File: src/rtl/text_pkg.sv
// Shared constants for the 80x30 text-mode display path: cell geometry,
// 640x480 timing totals and the fetch lead.
package text_pkg;

  localparam int COLS       = 80;
  localparam int ROWS       = 30;
  localparam int CHAR_W     = 8;
  localparam int CHAR_H     = 16;
  localparam int CELLS      = COLS * ROWS;
  localparam int CELL_AW    = 12;
  localparam int FONT_AW    = 11;

  localparam int H_ACTIVE   = 640;
  localparam int V_ACTIVE   = 480;
  localparam int H_TOTAL    = 800;
  localparam int V_TOTAL    = 525;
  localparam int FETCH_LEAD = 3;

  localparam int LINE_W     = $clog2(CHAR_H);

  // row*80 as (row<<6)+(row<<4); keeps a multiplier out of the fetch path.
  function automatic logic [CELL_AW-1:0] cell_index(input logic [4:0] row,
                                                    input logic [6:0] col);
    logic [CELL_AW-1:0] r;
    r = CELL_AW'(row);
    return (r << 6) + (r << 4) + CELL_AW'(col);
  endfunction

endpackage

File: src/rtl/glyph_shifter.sv
// Pixel shift register for one glyph row: parallel load with inverse-video
// XOR, then shifts left one pixel per clock; msb is the current pixel.
module glyph_shifter
  import text_pkg::*;
(
  input  logic              clk,
  input  logic              reset,
  input  logic              load,
  input  logic [CHAR_W-1:0] data,
  input  logic              inverse,
  output logic              msb
);

  logic [CHAR_W-1:0] sr;

  always_ff @(posedge clk) begin
    if (reset)
      sr <= '0;
    else if (load)
      sr <= data ^ {CHAR_W{inverse}};
    else
      sr <= sr << 1;
  end

  assign msb = sr[CHAR_W-1];

endmodule

File: src/rtl/text_buffer_arbiter.sv
// Char RAM arbiter and glyph fetch pipeline for an 80x30 text screen.
// Optional blinking cursor enabled by defining TEXT_CURSOR_EN.
module text_buffer_arbiter
  import text_pkg::*;
(
  input  logic               clk,
  input  logic               reset,
  input  logic [9:0]         h_count,
  input  logic [9:0]         v_count,
  input  logic               hsync_in,
  input  logic               vsync_in,
`ifdef TEXT_CURSOR_EN
  input  logic [CELL_AW-1:0] cursor_addr,
  input  logic               cursor_en,
`endif
  input  logic               host_valid,
  output logic               host_ready,
  input  logic [CELL_AW-1:0] host_addr,
  input  logic [7:0]         host_data,
  output logic               wr_drop,
  output logic [CELL_AW-1:0] ram_addr,
  output logic               ram_we,
  output logic [7:0]         ram_wdata,
  input  logic [7:0]         ram_rdata,
  output logic [FONT_AW-1:0] font_addr,
  input  logic [7:0]         font_data,
  output logic               pixel_on,
  output logic               hsync_out,
  output logic               vsync_out
);

  logic [10:0]        t_sum;
  logic [10:0]        t;
  logic [9:0]         line;
  logic               slot;
  logic [CELL_AW-1:0] fetch_addr;
  logic               accept;
  logic               active;
  logic               cursor_hit;

  logic               fetch_v1, fetch_v2;
  logic [LINE_W-1:0]  glyph_line;
  logic               hit_q;
  logic               inv_q;
  logic [CELL_AW-1:0] addr_q;
  logic [7:0]         wdata_q;
  logic               sr_msb;

  // Fetch runs FETCH_LEAD pixels ahead, wrapping into the next line/frame.
  // NOTE: every always_comb output gets a default first so no path leaves it unassigned and infers a latch.
  always_comb begin
    t_sum = {1'b0, h_count} + 11'(FETCH_LEAD);
    t     = t_sum;
    line  = v_count;
    if (t_sum >= 11'(H_TOTAL)) begin
      t    = t_sum - 11'(H_TOTAL);
      line = (v_count == 10'(V_TOTAL - 1)) ? 10'd0 : v_count + 10'd1;
    end
  end

  assign slot       = (h_count[2:0] == 3'd5) && (t < 11'(H_ACTIVE)) && (line < 10'(V_ACTIVE));
  assign fetch_addr = cell_index(line[8:4], t[9:3]);
  assign active     = (h_count < 10'(H_ACTIVE)) && (v_count < 10'(V_ACTIVE));

  assign host_ready = !reset && !slot;
  assign accept     = host_valid && host_ready;
  assign wr_drop    = accept && (host_addr >= CELL_AW'(CELLS));
  assign ram_we     = accept && !wr_drop;

  // Display fetch wins the port; otherwise an accepted host write; otherwise hold.
  always_comb begin
    ram_addr  = addr_q;
    ram_wdata = wdata_q;
    if (slot) begin
      ram_addr = fetch_addr;
    end else if (accept) begin
      ram_addr  = host_addr;
      ram_wdata = host_data;
    end
  end

  assign font_addr = {ram_rdata[6:0], glyph_line};

`ifdef TEXT_CURSOR_EN
  logic [4:0] frame_cnt;

  always_ff @(posedge clk) begin
    if (reset)
      frame_cnt <= '0;
    else if (h_count == 10'd0 && v_count == 10'd0)
      frame_cnt <= frame_cnt + 5'd1;
  end

  assign cursor_hit = cursor_en && frame_cnt[4] && (fetch_addr == cursor_addr);
`else
  assign cursor_hit = 1'b0;
`endif

  // NOTE: sequential state uses non-blocking assignments so every flop samples pre-edge values.
  always_ff @(posedge clk) begin
    if (reset) begin
      fetch_v1   <= 1'b0;
      fetch_v2   <= 1'b0;
      glyph_line <= '0;
      hit_q      <= 1'b0;
      inv_q      <= 1'b0;
      addr_q     <= '0;
      wdata_q    <= '0;
      pixel_on   <= 1'b0;
      hsync_out  <= 1'b1;
      vsync_out  <= 1'b1;
    end else begin
      fetch_v1 <= slot;
      fetch_v2 <= fetch_v1;
      if (slot) begin
        glyph_line <= line[LINE_W-1:0];
        hit_q      <= cursor_hit;
      end
      if (fetch_v1)
        inv_q <= ram_rdata[7] ^ hit_q;
      addr_q    <= ram_addr;
      wdata_q   <= ram_wdata;
      pixel_on  <= active && sr_msb;
      hsync_out <= hsync_in;
      vsync_out <= vsync_in;
    end
  end

  glyph_shifter u_shifter (
    .clk     (clk),
    .reset   (reset),
    .load    (fetch_v2),
    .data    (font_data),
    .inverse (inv_q),
    .msb     (sr_msb)
  );

endmodule

File: config.mk
export PLATFORM = sky130hd
export DESIGN_NAME = text_buffer_arbiter
export DESIGN_NICKNAME = d
export VERILOG_FILES = /design/src/rtl/text_pkg.sv /design/src/rtl/glyph_shifter.sv /design/src/rtl/text_buffer_arbiter.sv
export SDC_FILE = /design/constraint.sdc
export NUM_CORES = 1
export LEC_CHECK = 0
export BUFFER_PORTS_ARGS = -buffer_cell sky130_fd_sc_hd__buf_2
export CAP_MARGIN = 30
export CORE_UTILIZATION = 30
export CTS_CLUSTER_DIAMETER = 150
export DETAILED_ROUTE_END_ITERATION = 8
export HOLD_SLACK_MARGIN = 0.12
export PLACE_DENSITY = 0.57
export SLEW_MARGIN = 20
export SYNTH_ARGS = -nofsm -noshare
export SYNTH_HDL_FRONTEND = slang
export SYNTH_SLANG_ARGS = --single-unit
File: constraint.sdc
create_clock -name clk -period 11.9 [get_ports clk]
set_clock_uncertainty 0.2 [all_clocks]
set_input_delay 1.785 -clock clk [delete_from_list [all_inputs] [get_ports clk]]
set_output_delay 1.785 -clock clk [all_outputs]
set_load 0.05 [all_outputs]
-- Word-level counts from Yosys, hierarchy flattened
Cells that the tools add are included.
Widths: inputs -> output; s select.
- memories kept: 0
- bits in registers: 38
- RAM bits: 0
- output and inout port bits: 37
- input port bits: 61
- ROM bits: 0
- latch bits: 0
- bitwise logic cells: 2
- multipliers: 0
- div/mod/pow operators: 0
- equal/unequal tests: 2
- shifts and indexed selects: 0
- add/subtract/negate cells: 5
- reductions and logical operators: 12
- $lt $le $gt $ge: 6
- muxes and demuxes: 8
- operators with widths (operator ; number):
    $mux 12 ; 2
    $mux 8 ; 3
    $lt 10x9->1 const B ; 2
    $mux 10 ; 2
    $add 11x9->12 ; 1
    $add 12x7->12 ; 1
    $ge 12x12->1 const B ; 1
    $add 10x2->11 const B ; 1
    $ge 11x10->1 const B ; 1
    $lt 11x10->1 const B ; 1
    $mux 11 ; 1
    $sub 11x10->11 const B ; 1
    $add 10x1->10 const B ; 1
    $eq 10x10->1 const B ; 1
    $lt 10x10->1 const B ; 1
    $logic_and 1x1->1 ; 8
    $xor 8x8->8 ; 1
    $eq 3x3->1 const B ; 1
    $logic_not 1->1 ; 3
    $reduce_or 2->1 ; 1
    $not 1->1 ; 1

-- Longest topological paths before layout
Gate-level depths: netlist of the first run.
- word-level depth: 12
- gate-level depth with buffers: 23

-- By module
Synthesis of the first run repeated with hierarchy kept, for this count alone.
- cell total of the unflattened synthesis: 371
- area total of the unflattened synthesis: 3089.2 µm²
- modules (own cells, without submodules) (module ; sequential area each (µm²) ; instances ; area an instance (µm²) ; cells an instance):
    text_buffer_arbiter ; 600.6 ; 1 ; 2736.4 ; 337
    glyph_shifter ; 160.2 ; 1 ; 352.8 ; 34

-- Worst setup path before layout of the first run
No wires, ideal clock.
- kind: input to output
- start point: in h_count[1]
- end point: out ram_addr[10]
- arrival time: 6.141 ns
- data required time: 9.915 ns
- buffers on the path: 1
- path slack: 3.774 ns
- stages on the path: 21
- cells stage by stage: o2111ai_2 nor2_1 xnor2_1 ha_1 buf_2 nor2b_1 o2111a_2 o21ai_4 nor3_1 xor2_1 inv_1 fa_1 inv_1 ha_1 a21o_1 a21oi_1 o21bai_1 a21oi_1 xnor2_1 nor3_1 a31oi_1
- cells in the longest elaborated chain, start to end: 11
- elaborated cells on any way between the ends: 17
- those cells by class: add/sub: 4; order compare: 3; eq/ne: 1; mux: 4; reduce/logical: 5
- ends and longest elaborated chain (item ; line ; text):
    from (decl) ; text_buffer_arbiter.sv:8 ; input logic [9:0] h_count,
    branches (longest 10 deep; another with $add 11x9->12) ; n/a ;
    $mux 12 * ; text_buffer_arbiter.sv:74 ; if (slot) begin
    to (decl) ; text_buffer_arbiter.sv:21 ; output logic [CELL_AW-1:0] ram_addr,
Every way passes the cells marked *.

-- Worst setup path after layout of the first run
Same ends and word-level chain as after synthesis.

==> results of run 1 <==
-- metrics by stage --
step                      std cells  total power, W  hold WS [ns]  worst slack [ns]
after floorplan                 355       0.0002317        0.2100             3.774
after global placement          544       0.0002566        0.2537             3.750
after detailed placement        544       0.0002569        0.2640             3.657
after CTS                       551       0.0003433        0.2634             3.628
after global routing            552       0.0003586        0.2741             3.290
final                           552       0.0003403        0.2587             3.565
-- flip-flops by register name, summed over array words and instances (netlist names) --
signal / count
vsync_out: 1
addr_q: 12
hsync_out: 1
wdata_q: 8
glyph_line: 4
inv_q: 1
fetch_v2: 1
pixel_on: 1
fetch_v1: 1
u_shifter.sr: 8
-- layout by cell type (no fill, tap or decap), drive strengths merged, types with 2 or more instances in the layout --
| master | count |
|---|---|
| clkinv | 2 |
| xor2 | 4 |
| nor2b | 16 |
| o2111ai | 2 |
| clkbuf | 5 |
| and2 | 5 |
| a211oi | 21 |
| xnor2 | 19 |
| a311oi | 3 |
| o21ai | 7 |
| and3 | 5 |
| or2 | 2 |
| ha | 12 |
| nor2 | 22 |
| a21oi | 19 |
| o31ai | 2 |
| inv | 12 |
| a22o | 8 |
| fa | 2 |
| nand2 | 36 |
| buf | 84 |
| o22ai | 2 |
| nand3 | 12 |
| o211ai | 3 |
| a31oi | 12 |
| nand2b | 2 |
| dfxtp | 38 |
| o2111a | 4 |
| nor3 | 16 |
| mux2i | 14 |
| mux2 | 10 |
-- cells by family (layout without fill, tap and decap cells) --
group	after synthesis	after routing	share of synthesized area
AO/OA/AOI/OAI	92	92	0.2439
flip-flops	38	38	0.2522
adder cells (fa/ha/maj)	14	14	0.06304
multiplexers	24	24	0.08502
buffers and inverters	39	103	0.06843
XOR/XNOR	23	23	0.06927
AND/OR/NAND/NOR	125	125	0.2182
-- power by group --
part / total [W] / internal, W / switching, W
clock: 0.0000849 / 0.0000394 / 0.0000455
combinational: 0.000120 / 0.0000411 / 0.0000786
sequential: 0.000136 / 0.000133 / 0.00000281
total: 0.000340 / 0.000213 / 0.000127
-- worst max path at each step --
stage | startpoint | end | slack [ns] | cells after the start
floorplan | h_count[1] | ram_addr[10] | 3.77 | 21
global placement | h_count[1] | ram_addr[10] | 3.75 | 22
detailed placement | h_count[1] | ram_addr[10] | 3.66 | 22
CTS | h_count[1] | ram_addr[10] | 3.63 | 22
global route | h_count[1] | ram_addr[10] | 3.29 | 22
finish | h_count[1] | ram_addr[10] | 3.57 | 22
-- metal layers --
metal | share of wire | GRT usage
met1 | 0.50 | 0.2297
met2 | 0.44 | 0.2184
met3 | 0.060 | 0.02804
met4 | 0.0030 | 0.03077
met5 | 0 | 0
-- critical path: cells and delay by family --
family          cells  cell delay [ns]
compound gates      8             1.76
fa+ha+maj           3             1.18
simple gates        4             0.46
buf+inv             4             0.58
xor+xnor            3             0.56
-- layout make-up --
cell class	instances	area share
Tap cell	133	0.04723
Timing Repair Buffer	84	0.1200
Inverter	12	0.01278
Clock buffer	5	0.01953
Multi-Input combinational cell	278	0.5817
Sequential cell	38	0.2159
Clock inverter	2	0.002841
==> reports/qor.csv, run 1 <==
stage,metric,value,unit
floorplanning,die area,0.01046,mm^2
synth,most area-consuming cells after synthesis,"dfxtp_1, a211oi_1, xnor2_1",
global_routing,first-pass GRT wire length,12.61,mm
setup_path,FF-to-FF Start,inv_q,
synth,"Top FF cell, synth",dfxtp_1,
synth,Post-Syn Instances,355,
setup_path,R2R setup slack,10.63,ns
floorplanning,Die X-Extent,102.3,um
routing,"wirelength, routed",7.960,mm
sta,max-slew violation count,0,
pwr,PwrDens,96.60,mW/mm^2
routing,total number of vias,2818,
clocking,CTS tree,yes,
finish,FILL cells,1072,
setup_path,critical-path cell list,buf_2 > o2111ai_2 > nor2_1 > xnor2_1 > ha_1 > nor2b_1 > o2111a_2 > o21ai_4 > nor3_1 > xor2_1 > inv_1 > fa_1 > inv_1 > ha_1 > a21o_1 > a21oi_1 > o21bai_1 > a21oi_1 > xnor2_1 > nor3_1 > a31oi_1 > buf_2,
synth,top cell type's share of synthesized area,0.2522,
setup_path,worst path required time,9.92,ns
floorplanning,Die Ht,102.3,um
synth,Post-Syn Nets,430,
synth,Synth async-reset ratio,0,
setup_path,crit-path max cell delay,0.53,ns
finish,design area,0.003523,mm^2
clocking,CTS Buffer Depth,2,
routing,Pre-Repair DR Iteration Count,4,
global_routing,vias in the first global route,2541,
clocking,clk slew on worst S/H paths,0.08,ns
routing,# DRC,0,
synth,Synth top cells by count,"dfxtp_1, nand2_1, nor2_1",
placement,I/O Buffers,83,
synth,distinct cell type count after synthesis,63,
sta,period utilization,0.7004,
setup_path,R2R Path End,u_shifter.sr[4],
setup_path,critical path's slowest cell,fa_1,
finish,n_diodes,0,
routing,Post-DRT Antenna Nets,0,
sta,Sum Neg Setup Slack,0,ns
routing,Vias/cell,5.105,
sta,unrepaired setup endpoints after global routing,no,
hold_path,hold_sp,u_shifter.sr[7],
clocking,CTS Hold Bufs,0,
clocking,clk root buf,clkbuf_8,
clocking,# clock sinks,38,
run,max-cap violation count,0,
floorplanning,cell row count,36,
setup_path,cell count of the worst reg-to-reg path,2,
sta,minimum clock period,8.335,ns
floorplanning,core area,0.009774,mm^2
finish,layout cells sized above 1,0.2959,
setup_path,CP startpoint kind,input pin,
clocking,# resized after CTS,0,
setup_path,arrival time at the worst endpoint,6.35,ns
hold_path,classification of the worst-slack hold path,flop to flop,
routing,number of DRC markers in iteration 0,124,
setup_path,crit path capture type,primary output,
placement,hpwl dp,6.028,mm
sta,Max-slew headroom,0.4883,
routing,WL per Instance,14.42,um
synth,Mean Syn Cell Area,8.498,um^2
global_routing,largest net degree at the start of global routing,42,
setup_path,worst-path fanout max,9,
global_routing,initial antenna violation count,0,
pwr,worst vdd ir,0.05589,mV
sta,count of final setup violators,0,
placement,GPL Wtd Cong,0.8235,
sta,measured slew at the worst slew-check pin,0.7675,ns
sta,Final Hold Viols,0,
synth,synthesized flop and latch total,38,
synth,"Cell Area, Synth",0.003017,mm^2
clocking,htree depth,2,
setup_path,Crit Path Class,input pin to primary output,
finish,Storage cell area,760.7,um^2
clocking,clock latency at the later pin of the worst-skew pair,0.28,ns
finish,Synth-to-Final Area Change,16.80,%
placement,dpl cell area,0.003437,mm^2
floorplanning,Starting Density,0.3086,
synth,Post-synth EDFFs,0,
synth,largest area contributor in the netlist,dfxtp_1,
finish,multi-input logic area,0.002049,mm^2
global_routing,GRT Util Overall,0.1510,
global_routing,grt total ovfl,0,
synth,yosys warns,0,
pwr,leak pwr,1.469,nW
clocking,CTS Buf Count,5,
synth,sequential area share after synthesis,0.2522,
hold_path,Worst Hold Depth,2,
synth,most common cell in the synthesized netlist,dfxtp_1,
status,status,"complete, no violations",
floorplanning,I/O pins,98,
finish,nets@finish,494,
finish,end-of-flow core utilization,0.3605,
sta,Fmax achieved,120.0,MHz
hold_path,Hold Crit Endpoint,pixel_on,
clocking,post-CTS setup buffers,0,
No activity file was read; power rests on OpenSTA's default activity.
==> run 2: changes to the inputs <==
==> constraint.sdc (replaced) <==
create_clock -name clk -period 8.7 [get_ports clk]
set_clock_uncertainty 0.2 [all_clocks]
set_input_delay 1.305 -clock clk [delete_from_list [all_inputs] [get_ports clk]]
set_output_delay 1.305 -clock clk [all_outputs]
set_load 0.05 [all_outputs]
==> reports/qor.csv, run 2 (synthesis results as in run 1) <==
stage,metric,value,unit,change
clocking,CTS tree,yes,,
clocking,clk slew on worst S/H paths,0.08,ns,about the same
setup_path,CP Buf/Inv Count,4,,unchanged
routing,"wirelength, routed",7.974,mm,+0.18%
global_routing,grt total ovfl,0,,unchanged
status,status,"complete, no violations",,
floorplanning,cell row count,36,,unchanged
sta,Fmax achieved,135.5,MHz,
global_routing,GRT Util Overall,0.1527,,+0.001732
pwr,Comb power frac,0.351,,about the same
setup_path,arrival time at the worst endpoint,5.87,ns,-0.48 ns
pwr,leak pwr,1.469,nW,unchanged
clocking,# clock sinks,38,,unchanged
clocking,clk root buf,clkbuf_8,,
sta,Sum Neg Setup Slack,0,ns,unchanged
global_routing,initial antenna violation count,0,,unchanged
floorplanning,core area,0.009774,mm^2,unchanged
floorplanning,Die Ht,102.3,um,unchanged
setup_path,FF-to-FF Start,inv_q,,
setup_path,CP startpoint kind,input pin,,
pwr,sequential power share,0.399,,about the same
sta,period utilization,0.8482,,
floorplanning,Starting Density,0.3086,,unchanged
finish,layout cells sized above 1,0.2959,,unchanged
floorplanning,Die X-Extent,102.3,um,unchanged
clocking,clock latency at the later pin of the worst-skew pair,0.28,ns,about the same
setup_path,cell count of the worst reg-to-reg path,2,,unchanged
clocking,# resized after CTS,0,,unchanged
finish,"commonest non-fill, non-tap cell in the layout",buf_2,,
clocking,CTS Buf Count,5,,unchanged
pwr,Clk pwr share,0.249,,about the same
setup_path,critical path's slowest cell,fa_1,,
setup_path,worst-path fanout max,9,,unchanged
placement,Setup WS pre-CTS,1.395,ns,-2.261 ns
setup_path,crit path capture type,primary output,,
hold_path,hold_sp,u_shifter.sr[7],,
sta,unrepaired setup endpoints after global routing,no,,
pwr,PwrDens,132.0,mW/mm^2,+37%
hold_path,Worst Hold Depth,2,,unchanged
routing,Post-DRT Antenna Nets,0,,unchanged
pwr,worst vdd ir,0.07422,mV,+33%
sta,measured slew at the worst slew-check pin,0.7583,ns,-0.009208 ns
hold_path,Hold Crit Endpoint,pixel_on,,
pwr,sw power,0.0001733,W,+37%
routing,Pre-Repair DR Iteration Count,4,,unchanged
placement,I/O Buffers,83,,unchanged
clocking,CTS Hold Bufs,0,,unchanged
hold_path,classification of the worst-slack hold path,flop to flop,,
pwr,Int Pwr,0.0002919,W,+37%
placement,GPL Wtd Cong,0.8233,,about the same
clocking,post-CTS setup buffers,0,,unchanged
finish,Largest Register,addr_q,,
floorplanning,I/O pins,98,,unchanged
sta,max-slew violation count,0,,unchanged
run,max-cap violation count,0,,unchanged
finish,most frequent cells in the layout,"buf_2, dfxtp_1, nand2_1",,
finish,max FFs per register,12,,unchanged
routing,WL per Instance,14.45,um,+0.18%
pwr,Switching Fraction,0.3726,,about the same
routing,total number of vias,2816,,-0.071%
setup_path,Worst path top cell family by delay,compound AO/OA/AOI/OAI gates,,
routing,number of DRC markers in iteration 0,92,,-26%
routing,Vias/cell,5.101,,about the same
finish,top flop regs,"addr_q (12), u_shifter.sr (8), wdata_q (8)",,
global_routing,first-pass GRT wire length,12.72,mm,+0.93%
setup_path,critical-path cell list,buf_2 > o2111ai_2 > nor2_1 > xnor2_1 > ha_1 > nor2b_1 > o2111a_2 > o21ai_4 > nor3_1 > xor2_1 > inv_1 > fa_1 > inv_1 > ha_1 > a21o_1 > a21oi_1 > o21bai_1 > a21oi_1 > xnor2_1 > nor3_1 > a31oi_1 > buf_2,,
finish,nets@finish,494,,unchanged
routing,# DRC,0,,unchanged
sta,count of final setup violators,0,,unchanged
pwr,Tot Pwr,0.0004652,W,+37%
clocking,CTS Buffer Depth,2,,unchanged
floorplanning,die area,0.01046,mm^2,unchanged
setup_path,worst setup path startpoint,h_count[1],,
sta,worst setup margin,1.321,ns,-2.245 ns
setup_path,worst path required time,7.19,ns,-2.73 ns
sta,Max-slew headroom,0.4945,,+0.006139
setup_path,R2R Path End,u_shifter.sr[4],,
clocking,htree depth,2,,unchanged
sta,Final Hold Viols,0,,unchanged
placement,hpwl dp,6.016,mm,-0.20%
setup_path,crit-path max cell delay,0.54,ns,about the same
global_routing,largest net degree at the start of global routing,42,,unchanged
setup_path,Crit Path Class,input pin to primary output,,
global_routing,vias in the first global route,2592,,+2.0%
sta,minimum clock period,7.379,ns,
finish,Synth-to-Final Area Change,16.80,%,unchanged
setup_path,R2R setup slack,7.44,ns,-3.19 ns
finish,n_diodes,0,,unchanged
[run 2: cell counts in the layout (fill, tap and decap cells not counted)]
Identical to the previous run, type by type.
[run 2: worst max path at each step]
stage / endpoint / cells after the start
2_1_floorplan: ram_addr[10] / 21
4_1_cts: ram_addr[10] / 22
6_report: ram_addr[10] / 22
3_5_place_dp: ram_addr[10] / 22
3_3_place_gp: ram_addr[10] / 22
5_1_grt: ram_addr[10] / 22
[run 2: power groups by stage]
stage | logic (W) | clock network (W) | registers, W
3_3_place_gp | 0.000162 | 0 | 0.000189
2_1_floorplan | 0.000124 | 0 | 0.000192
4_1_cts | 0.000163 | 0.000120 | 0.000186
5_1_grt | 0.000177 | 0.000127 | 0.000187
6_report | 0.000163 | 0.000116 | 0.000186
3_5_place_dp | 0.000162 | 0 | 0.000189
[run 2: layout make-up]
class | instances | area (um^2)
flip-flops and latches | 38 | 760.7
clock buffers | 5 | 68.82
multi-input cells | 278 | 2049
well taps | 133 | 166.4
clock inverters | 2 | 10.01
fillers | 1071 | 6251
repair buffers | 84 | 422.9
inverters | 12 | 45.04
[run 2: per-layer routing]
metal / GRT usage / routed length [um] / part of all wire
met1: 0.2293 / 3896 / 0.49
met2: 0.2220 / 3494 / 0.44
met3: 0.03078 / 531 / 0.067
met4: 0.03297 / 51 / 0.0064
met5: 0 / 0 / 0
[run 2: stage by stage]
step | instances | util | instance area, um^2 | hold WS (ns)
floorplan | 355 | - | 3017 | 0.2100
global placement | 544 | 0.3516 | 3437 | 0.2537
detailed placement | 544 | 0.3516 | 3437 | 0.2643
CTS | 551 | 0.3597 | 3516 | 0.2709
global route | 552 | 0.3605 | 3523 | 0.2837
finish | 552 | 0.3605 | 3523 | 0.2597
[run 2: worst register-to-register path, delay by kind of cell (launching register included)]
family,cells,cell delay (ns)
flip-flops,1,0.60
AO/OA/AOI/OAI,1,0.24
XOR/XNOR,1,0.14
